`config.mk`:
```
export PLATFORM = sky130hd
export DESIGN_NAME = bs_col_accumulator
export DESIGN_NICKNAME = d
export VERILOG_FILES = /design/src/rtl/bitwave_pkg.sv /design/src/rtl/bs_adder_tree.sv /design/src/rtl/bs_col_accumulator.sv
export SDC_FILE = /design/constraint.sdc
export NUM_CORES = 1
export LEC_CHECK = 0
export ABC_AREA = 1
export CORE_MARGIN = 2
export CORE_UTILIZATION = 30
export DETAILED_ROUTE_END_ITERATION = 10
export PLACE_DENSITY_LB_ADDON = 0.08
export RECOVER_POWER = 50
export SYNTH_ARGS = -nofsm -noshare
export SYNTH_HDL_FRONTEND = slang
export SYNTH_SLANG_ARGS = --single-unit
export TNS_END_PERCENT = 30
```
`constraint.sdc`:
```
create_clock -name clk -period 2.54 [get_ports clk]
set_input_delay 0.635 -clock clk [delete_from_list [all_inputs] [get_ports clk]]
set_output_delay 0.635 -clock clk [all_outputs]
set_load 0.005 [all_outputs]
```
`src/rtl/bitwave_pkg.sv`:
```
// Constants and beat tag type shared by the bit-serial dot-product column path.
// Products are signed lane results; bit indices address weight magnitude bits.
package bitwave_pkg;

  localparam int PROD_W   = 8;
  localparam int MAG_BITS = 7;
  localparam int IDX_W    = 3;

  // Per-beat control that travels alongside the shifted lane sum.
  typedef struct packed {
    logic first;
    logic last;
    logic bad_idx;
  } beat_tag_t;

endpackage

```
`src/rtl/bs_adder_tree.sv`:
```
// Combinational sign-extending sum of LANES packed signed products.
// Nodes are laid out heap-style: leaves at LANES..2*LANES-1, root at index 1.
module bs_adder_tree #(
  parameter int LANES  = 8,
  parameter int PROD_W = 8,
  parameter int OUT_W  = 24
) (
  input  logic [LANES*PROD_W-1:0] prod,
  output logic signed [OUT_W-1:0] sum
);

  logic signed [OUT_W-1:0] node [1:2*LANES-1];

  genvar i;
  generate
    for (i = 0; i < LANES; i = i + 1) begin : g_leaf
      assign node[LANES+i] = {{(OUT_W-PROD_W){prod[i*PROD_W+PROD_W-1]}},
                              prod[i*PROD_W +: PROD_W]};
    end
    for (i = 1; i < LANES; i = i + 1) begin : g_node
      assign node[i] = node[2*i] + node[2*i+1];
    end
  endgenerate

  assign sum = node[1];

endmodule

```
`src/rtl/bs_col_accumulator.sv`:
```
// Two-stage column accumulator: stage 1 sums and shifts one weight bit-column,
// stage 2 folds it into the open group and publishes a result on the last beat.
module bs_col_accumulator #(
  parameter int LANES  = 8,
  parameter int PROD_W = bitwave_pkg::PROD_W,
  parameter int ACC_W  = 24,
  parameter int CNT_W  = 4
) (
  input  logic                    clk,
  input  logic                    rst_n,
  input  logic                    in_valid,
  output logic                    in_ready,
  input  logic [LANES*PROD_W-1:0] in_prod,
  input  logic [2:0]              in_bit_idx,
  input  logic                    in_first,
  input  logic                    in_last,
  output logic                    out_valid,
  input  logic                    out_ready,
  output logic [ACC_W-1:0]        out_acc,
  output logic [CNT_W-1:0]        out_beats,
  output logic                    protocol_err
);
  import bitwave_pkg::*;

  logic                    pipe_en;
  logic signed [ACC_W-1:0] lane_sum;
  logic signed [ACC_W-1:0] shifted;
  logic                    idx_bad;

  logic                    s1_valid;
  logic signed [ACC_W-1:0] s1_data;
  beat_tag_t               s1_tag;

  logic                    grp_open;
  logic signed [ACC_W-1:0] acc;
  logic [CNT_W-1:0]        cnt;

  logic                    s2_fire;
  logic                    start;
  logic signed [ACC_W-1:0] base_acc;
  logic [CNT_W-1:0]        base_cnt;
  logic signed [ACC_W-1:0] nxt_acc;
  logic [CNT_W-1:0]        nxt_cnt;
  logic                    beat_err;

  assign pipe_en  = !out_valid || out_ready;
  assign in_ready = pipe_en;

  bs_adder_tree #(
    .LANES  (LANES),
    .PROD_W (PROD_W),
    .OUT_W  (ACC_W)
  ) u_tree (
    .prod (in_prod),
    .sum  (lane_sum)
  );

  // Index 7 is not a magnitude bit; such a beat is carried through as zero.
  assign idx_bad = (in_bit_idx >= IDX_W'(MAG_BITS));
  assign shifted = idx_bad ? '0 : (lane_sum <<< in_bit_idx);

  always_ff @(posedge clk or negedge rst_n) begin
    if (!rst_n) begin
      s1_valid <= 1'b0;
      s1_data  <= '0;
      s1_tag   <= '0;
    end else if (pipe_en) begin
      s1_valid <= in_valid;
      if (in_valid) begin
        s1_data        <= shifted;
        s1_tag.first   <= in_first;
        s1_tag.last    <= in_last;
        s1_tag.bad_idx <= idx_bad;
      end
    end
  end

  // A beat restarts the group when flagged first or when nothing is open.
  always_comb begin
    s2_fire  = pipe_en && s1_valid;
    start    = s1_tag.first || !grp_open;
    base_acc = start ? '0 : acc;
    base_cnt = start ? '0 : cnt;
    nxt_acc  = base_acc;
    nxt_cnt  = base_cnt;
    if (!s1_tag.bad_idx) begin
      nxt_acc = base_acc + s1_data;
      nxt_cnt = (base_cnt == '1) ? base_cnt : base_cnt + CNT_W'(1);
    end
    beat_err = (s1_tag.first && grp_open) || (!s1_tag.first && !grp_open) ||
               s1_tag.bad_idx;
  end

  always_ff @(posedge clk or negedge rst_n) begin
    if (!rst_n) begin
      grp_open     <= 1'b0;
      acc          <= '0;
      cnt          <= '0;
      out_acc      <= '0;
      out_beats    <= '0;
      protocol_err <= 1'b0;
    end else if (s2_fire) begin
      if (s1_tag.last) begin
        out_acc   <= nxt_acc;
        out_beats <= nxt_cnt;
        acc       <= '0;
        cnt       <= '0;
        grp_open  <= 1'b0;
      end else begin
        acc      <= nxt_acc;
        cnt      <= nxt_cnt;
        grp_open <= 1'b1;
      end
      if (beat_err) begin
        protocol_err <= 1'b1;
      end
    end
  end

  // A completing last re-asserts valid in the same cycle the old result drains.
  always_ff @(posedge clk or negedge rst_n) begin
    if (!rst_n) begin
      out_valid <= 1'b0;
    end else if (s2_fire && s1_tag.last) begin
      out_valid <= 1'b1;
    end else if (out_ready) begin
      out_valid <= 1'b0;
    end
  end

endmodule
```
# Word level (Yosys, flattened, before mapping)
# Cells that the tools add are included.
[word_totals] register_bits=87 input_bits=73 output_inout_bits=31 wordCells=50
[classes] n_addsub=9 magnitude_cmp=1 eq_ne=1 shifts=1 n_mux=11 reduce_logical=15
[ops] cell="24-bit 2-to-1 mux" n=4
[ops] cell="8-bit by 8-bit adder with 9-bit output" n=4
[ops] cell="24-bit adder" n=1
[ops] cell="24-bit by 3-bit <<< shifter with 24-bit output" n=1
[ops] cell="9-bit by 9-bit adder with 10-bit output" n=2
[ops] cell="4-bit 2-to-1 mux" n=4
[ops] cell="10-bit by 10-bit adder with 11-bit output" n=1
[ops] cell="2-bit AND reduction" n=3
[ops] cell="4-bit by 1-bit adder with 4-bit output, second input constant" n=1
[ops] cell="4-bit == test, second input constant" n=1
[ops] cell="1-bit logical AND" n=4
[ops] cell="1-bit logical OR" n=4
[ops] cell="3-bit greater-or-equal comparator, second input constant" n=1
[ops] cell="1-bit zero test" n=3
[ops] cell="1-bit 2-to-1 mux" n=3
[ops] cell="2-bit nonzero test" n=1

# Depth between registers and ports, before layout
[depth] ltp_word=7 mapped_depth=22 mapped_depth_nobuf=22

# By module
# Synthesis repeated with hierarchy kept, for this count alone.
[hier_totals] hier_cells=1272 hier_area_um2=8523.2
[modules_own_cells] mod="bs_col_accumulator" instances=1 cells_per_inst=868 area_per_inst_um2=5973.2 seq_area_each_um2=2177.1
[modules_own_cells] mod="bs_adder_tree" instances=1 cells_per_inst=404 area_per_inst_um2=2549.9 seq_area_each_um2=0.0

# Worst setup path after synthesis
# OpenSTA, ideal clock, no wires.
[synth_timing] path_kind="in2reg" from="in in_prod[2]" to="reg s1_data[15]" setup_time_ps=116 t_arrival_ps=4204 slack_ps=-1780 path_stages=20 path_cell_list="inv_1 fa_1 inv_1 fa_1 fa_1 fa_1 ha_1 inv_1 fa_1 nand3b_1 nand2_1 nand2_1 nand2_1 nand2_1 nand3_1 nand3_1 nand2_1 nand2_1 nand2_1 nand2_1"
[synth_via] elab_chain_cells=5
[synth_rtl] element="from (decl)" line="bs_col_accumulator.sv:13" text="input logic [LANES*PROD_W-1:0] in_prod,"
[synth_rtl] element="8-bit by 8-bit adder with 9-bit output" line="bs_adder_tree.sv:21" text="assign node[i] = node[2*i] + node[2*i+1];"
[synth_rtl] element="9-bit by 9-bit adder with 10-bit output" line="bs_adder_tree.sv:21"
[synth_rtl] element="10-bit by 10-bit adder with 11-bit output" line="bs_adder_tree.sv:21"
[synth_rtl] element="24-bit by 3-bit <<< shifter with 24-bit output" line="bs_col_accumulator.sv:60" text="assign shifted = idx_bad ? '0 : (lane_sum <<< in_bit_idx);"
[synth_rtl] element="24-bit 2-to-1 mux" line="bs_col_accumulator.sv:60"
[synth_rtl] element="to (signal assigned)" line="bs_col_accumulator.sv:70" text="s1_data <= shifted;"
[synth_rtl] element="to (decl)" line="bs_col_accumulator.sv:31" text="logic signed [ACC_W-1:0] s1_data;"
# Every way passes these cells.
# A chain may end at the register's enable or synchronous reset.

# Worst setup path in the final report
[layout_timing] from="in in_prod[34]" to="reg s1_data[10]"
# The elaborated chain is that of the path after synthesis.

==> metrics <==
Hold-fix buffers, CTS=0; RSZ-0062 raised after global routing=yes; final cell count without fillers=~1.6k; final-report max-slew violation count=0; sw power=roughly 0.0057 W; DIE AREA=0.0264 mm²; Rows=between 50 and 60; Final period util=1.59; Slowest-stage cell, CP=fa_1; WS Path Type=primary input to register; core area=around 0.024 mm²; Post-Synthesis Cell Area=0.00753 mm²; DRC viols=0; DP Cell Count=1,561; dpl hpwl=15.8 mm; DR iter-0 viols=approximately 330; Area Growth Syn to Fin=35.8%; num ports=104; Synth Instances=1,100; CTS tree=yes; R2R Setup Slk=0.04 ns; initial antenna violation count=0; critical path fanouts, max=3; # fillers=2,587; clock power share=0.124; Hold Vio Cnt, Final=0; DR vias=6,855; CTS sink cnt=81; Final min period=4.05 ns; CTS Root Cell=clkbuf_16; Multi-input gate area=between 0.005 and 0.006 mm²; Max transition margin=0.284; Die W=162 µm; failing checks=setup timing; RD Place Congestion=0.855; layout cells sized above 1=0.213; Comb pwr share=0.702; Slew @ Worst Pin=1.07 ns; Antenna Cells=0; count of cell types in the netlist=38; worst r2r path cells=19; CTS H-tree lvls=3; Skew-Pair Late Insertion Delay=0.35 ns; Seq pwr share=0.175; CP Depth=21; Power per Cell Area=1210 mW/mm²; initial core utilization=0.308; WP data required=2.77 ns; Peak VDD IR=approximately 0.64 mV; startpoint types=primary input; outcome=finished, violations left; All-Layer GR Usage=0.160; Num CTS Buffers=9; clock-pin slew on the worst setup and hold paths=~0.070 ns; vias in the first global route=roughly 7k; largest net degree at the start of global routing=44; mean post-synth cell area=6.85 µm²; switching share of power=0.457; I/O Buffers=103; First-pass DRT Iterations=4; CP peak stage delay=0.56 ns; #FFs+latches synth=a little over 80; dpl ws=-2.38 ns; Fmax=0.247 GHz; Worst setup EP type=register; setup ws final=-1.51 ns; drt total wl=20.0 mm; Antenna Nets Post-Route=0; via/cell ratio=4.33; P_int=0.00672 W; arrival time worst endpoint=4.28 ns; Die Ht=162 µm; most frequent CP cell=nand2_2; clk buf depth=2; Hold Crit Class=primary input to async pin; DR WL/cell=12.6 µm; synth warn=0; GR Overflow Total=0; first-pass GRT wire length=33.9 mm; Final Skew=between 0.01 and 0.015 ns; cell chain of the critical path=buf_6, inv_2, fa_1, inv_2, fa_1, fa_1, fa_1, ha_4, inv_2, fa_2, nand3b_1, nand2_2, nand2_2, nand2_2, nand2_4, nand2_2, nand2_2, nand3_2, nand2_1, nand2_1, nand3_1; maxcap violations=0; register area=~0.0020 mm²; Static Leak=between 5 and 6 nW; Setup-failing EPs final=17; # nets final=1,414; family with the most delay on the worst path=adder cells; Syn Nets=roughly 1.3k; WP buf/inv=4; sequential-to-total area share from yosys stat=0.269
power groups by stage:
stage / registers [W] / logic, W / clock network (W)
finish: 0.00216 / 0.00868 / 0.00153
global route: 0.00223 / 0.00982 / 0.00163
CTS: 0.00214 / 0.00806 / 0.00158
detailed placement: 0.00215 / 0.00715 / 0
global placement: 0.00216 / 0.00713 / 0
floorplan: 0.00207 / 0.00484 / 0
sequential cells by signal, summed over array words and instances, names as in the netlist:
register / cells
out_acc: 24
grp_open: 1
cnt: 4
protocol_err: 1
out_beats: 4
s1_tag: 3
acc: 24
s1_valid: 1
s1_data: 18
out_valid: 1
what timing repair did:
item                                    4_1_cts  5_1_grt
endpoints found under the hold margin         0        0
endpoints found under the setup margin       37       57
pin swaps                                    88       56
setup buffers                                 3        2
resized for setup                           143      106
cloned                                        0        0
metrics by stage:
step	hold WS (ns)	cell area [µm²]	power (W)	util	TNS, ns
after floorplan	0.339	7640	0.00691	-	-24.08
after global placement	0.464	9400	0.00928	0.384	-38.39
after detailed placement	0.464	9400	0.00930	0.384	-38.36
after CTS	0.138	9930	0.0118	0.406	-23.71
after global routing	0.467	10200	0.0137	0.418	-28.17
final	0.390	10200	0.0124	0.418	-22.96
per-layer routing:
metal / wire length (µm) / vias to the layer above / track usage
met5: 0 / - / 0
met3: 562 / 13 / 0.0199
li1: - / 3610 / -
met1: 10200 / 3154 / 0.231
met4: 172 / 0 / 0.0314
met2: 9030 / 78 / 0.258
cell usage after synthesis:
| cell | n | area [µm²] |
|---|---|---|
| a31oi_2 | 1 | 12.5 |
| nand2_2 | 6 | 37.5 |
| dfrtp_1 | 81 | 2030 |
| ha_1 | 36 | 450 |
| xor2_1 | 14 | 123 |
| or2_1 | 1 | 6.26 |
| buf_4 | 1 | 7.51 |
| nand3b_1 | 5 | 37.5 |
| buf_6 | 3 | 33.8 |
| clkbuf_1 | 10 | 37.5 |
| nor2_1 | 36 | 135 |
| o21bai_1 | 3 | 22.5 |
| a21o_1 | 1 | 7.51 |
| nor2_4 | 1 | 11.3 |
| a22o_1 | 2 | 17.5 |
| o21ai_0 | 39 | 195 |
| a22oi_1 | 1 | 7.51 |
| xnor2_1 | 7 | 61.3 |
| o21bai_2 | 1 | 11.3 |
| clkinv_1 | 1 | 3.75 |
| clkbuf_8 | 1 | 13.8 |
| nand2_1 | 398 | 1490 |
| nor2_2 | 5 | 31.3 |
| a21boi_0 | 1 | 7.51 |
| inv_2 | 4 | 15.0 |
| o21ai_1 | 1 | 5.00 |
| nand3_1 | 102 | 510 |
| o211ai_1 | 2 | 15.0 |
| nand3_2 | 1 | 10.0 |
| clkbuf_2 | 1 | 5.00 |
| or2_2 | 3 | 18.8 |
| inv_1 | 239 | 897 |
| and2_1 | 2 | 12.5 |
| a21oi_1 | 20 | 100 |
| mux2i_1 | 2 | 20.0 |
| nand4_1 | 7 | 43.8 |
| buf_2 | 9 | 45.0 |
| fa_1 | 52 | 1040 |
final timing paths:
path | start | end
worst max-delay path | in_prod[34] | s1_data[10]
worst min-delay path | rst_n | out_beats[1]
min in group clk | acc[10] | acc[10]
max in group asynchronous | rst_n | out_acc[6]
worst min register to register | acc[10] | acc[10]
worst max register to register | s1_tag[2] | out_acc[23]
cells in the final DEF (no fill, tap or decap), types with 3 or more instances in the layout:
| cell | netlist | routed |
|---|---|---|
| a21oi_1 | 20 | 10 |
| ha_4 | 0 | 18 |
| inv_2 | 4 | 50 |
| buf_6 | 3 | 4 |
| xor2_1 | 14 | 12 |
| buf_2 | 9 | 4 |
| nand2_1 | 398 | 376 |
| nor2_1 | 36 | 30 |
| nand2_2 | 6 | 25 |
| dlymetal6s2s_1 | 0 | 5 |
| clkdlybuf4s50_1 | 0 | 55 |
| a21oi_4 | 0 | 4 |
| o21ai_2 | 0 | 3 |
| bufinv_16 | 0 | 3 |
| nand3_1 | 102 | 73 |
| dfrtp_1 | 81 | 81 |
| fa_2 | 0 | 11 |
| or2_4 | 0 | 3 |
| a21oi_2 | 0 | 6 |
| clkbuf_16 | 0 | 9 |
| inv_1 | 239 | 192 |
| nor2_2 | 5 | 11 |
| o21bai_1 | 3 | 3 |
| o21ai_0 | 39 | 31 |
| nand3_2 | 1 | 28 |
| ha_1 | 36 | 16 |
| o21ai_1 | 1 | 6 |
| fa_1 | 52 | 41 |
| nand2_4 | 0 | 3 |
| clkdlybuf4s15_1 | 0 | 10 |
| nand4_1 | 7 | 7 |
| dlygate4sd2_1 | 0 | 18 |
| nand3b_1 | 5 | 5 |
| clkbuf_2 | 1 | 9 |
| buf_4 | 1 | 60 |
| xnor2_1 | 7 | 6 |
cell families (layout without fill, tap and decap cells):
family	count (synthesis)	count (layout)	share of synthesized area
compound gates	72	72	0.0533
xor+xnor	21	21	0.0244
fa+ha+maj	88	88	0.198
buf+inv	269	427	0.141
flops	81	81	0.269
mux	2	2	0.00266
simple gates	567	567	0.312
cell type report:
class                      instances  area share
sequential                        81       0.198
timing repair buffer             167       0.142
tap                              324      0.0397
multi-input combinational        750       0.496
clock inverter                     6      0.0113
inverter                         244      0.0903
clock buffer                      10      0.0224
Power figures use the tool's default switching activity.
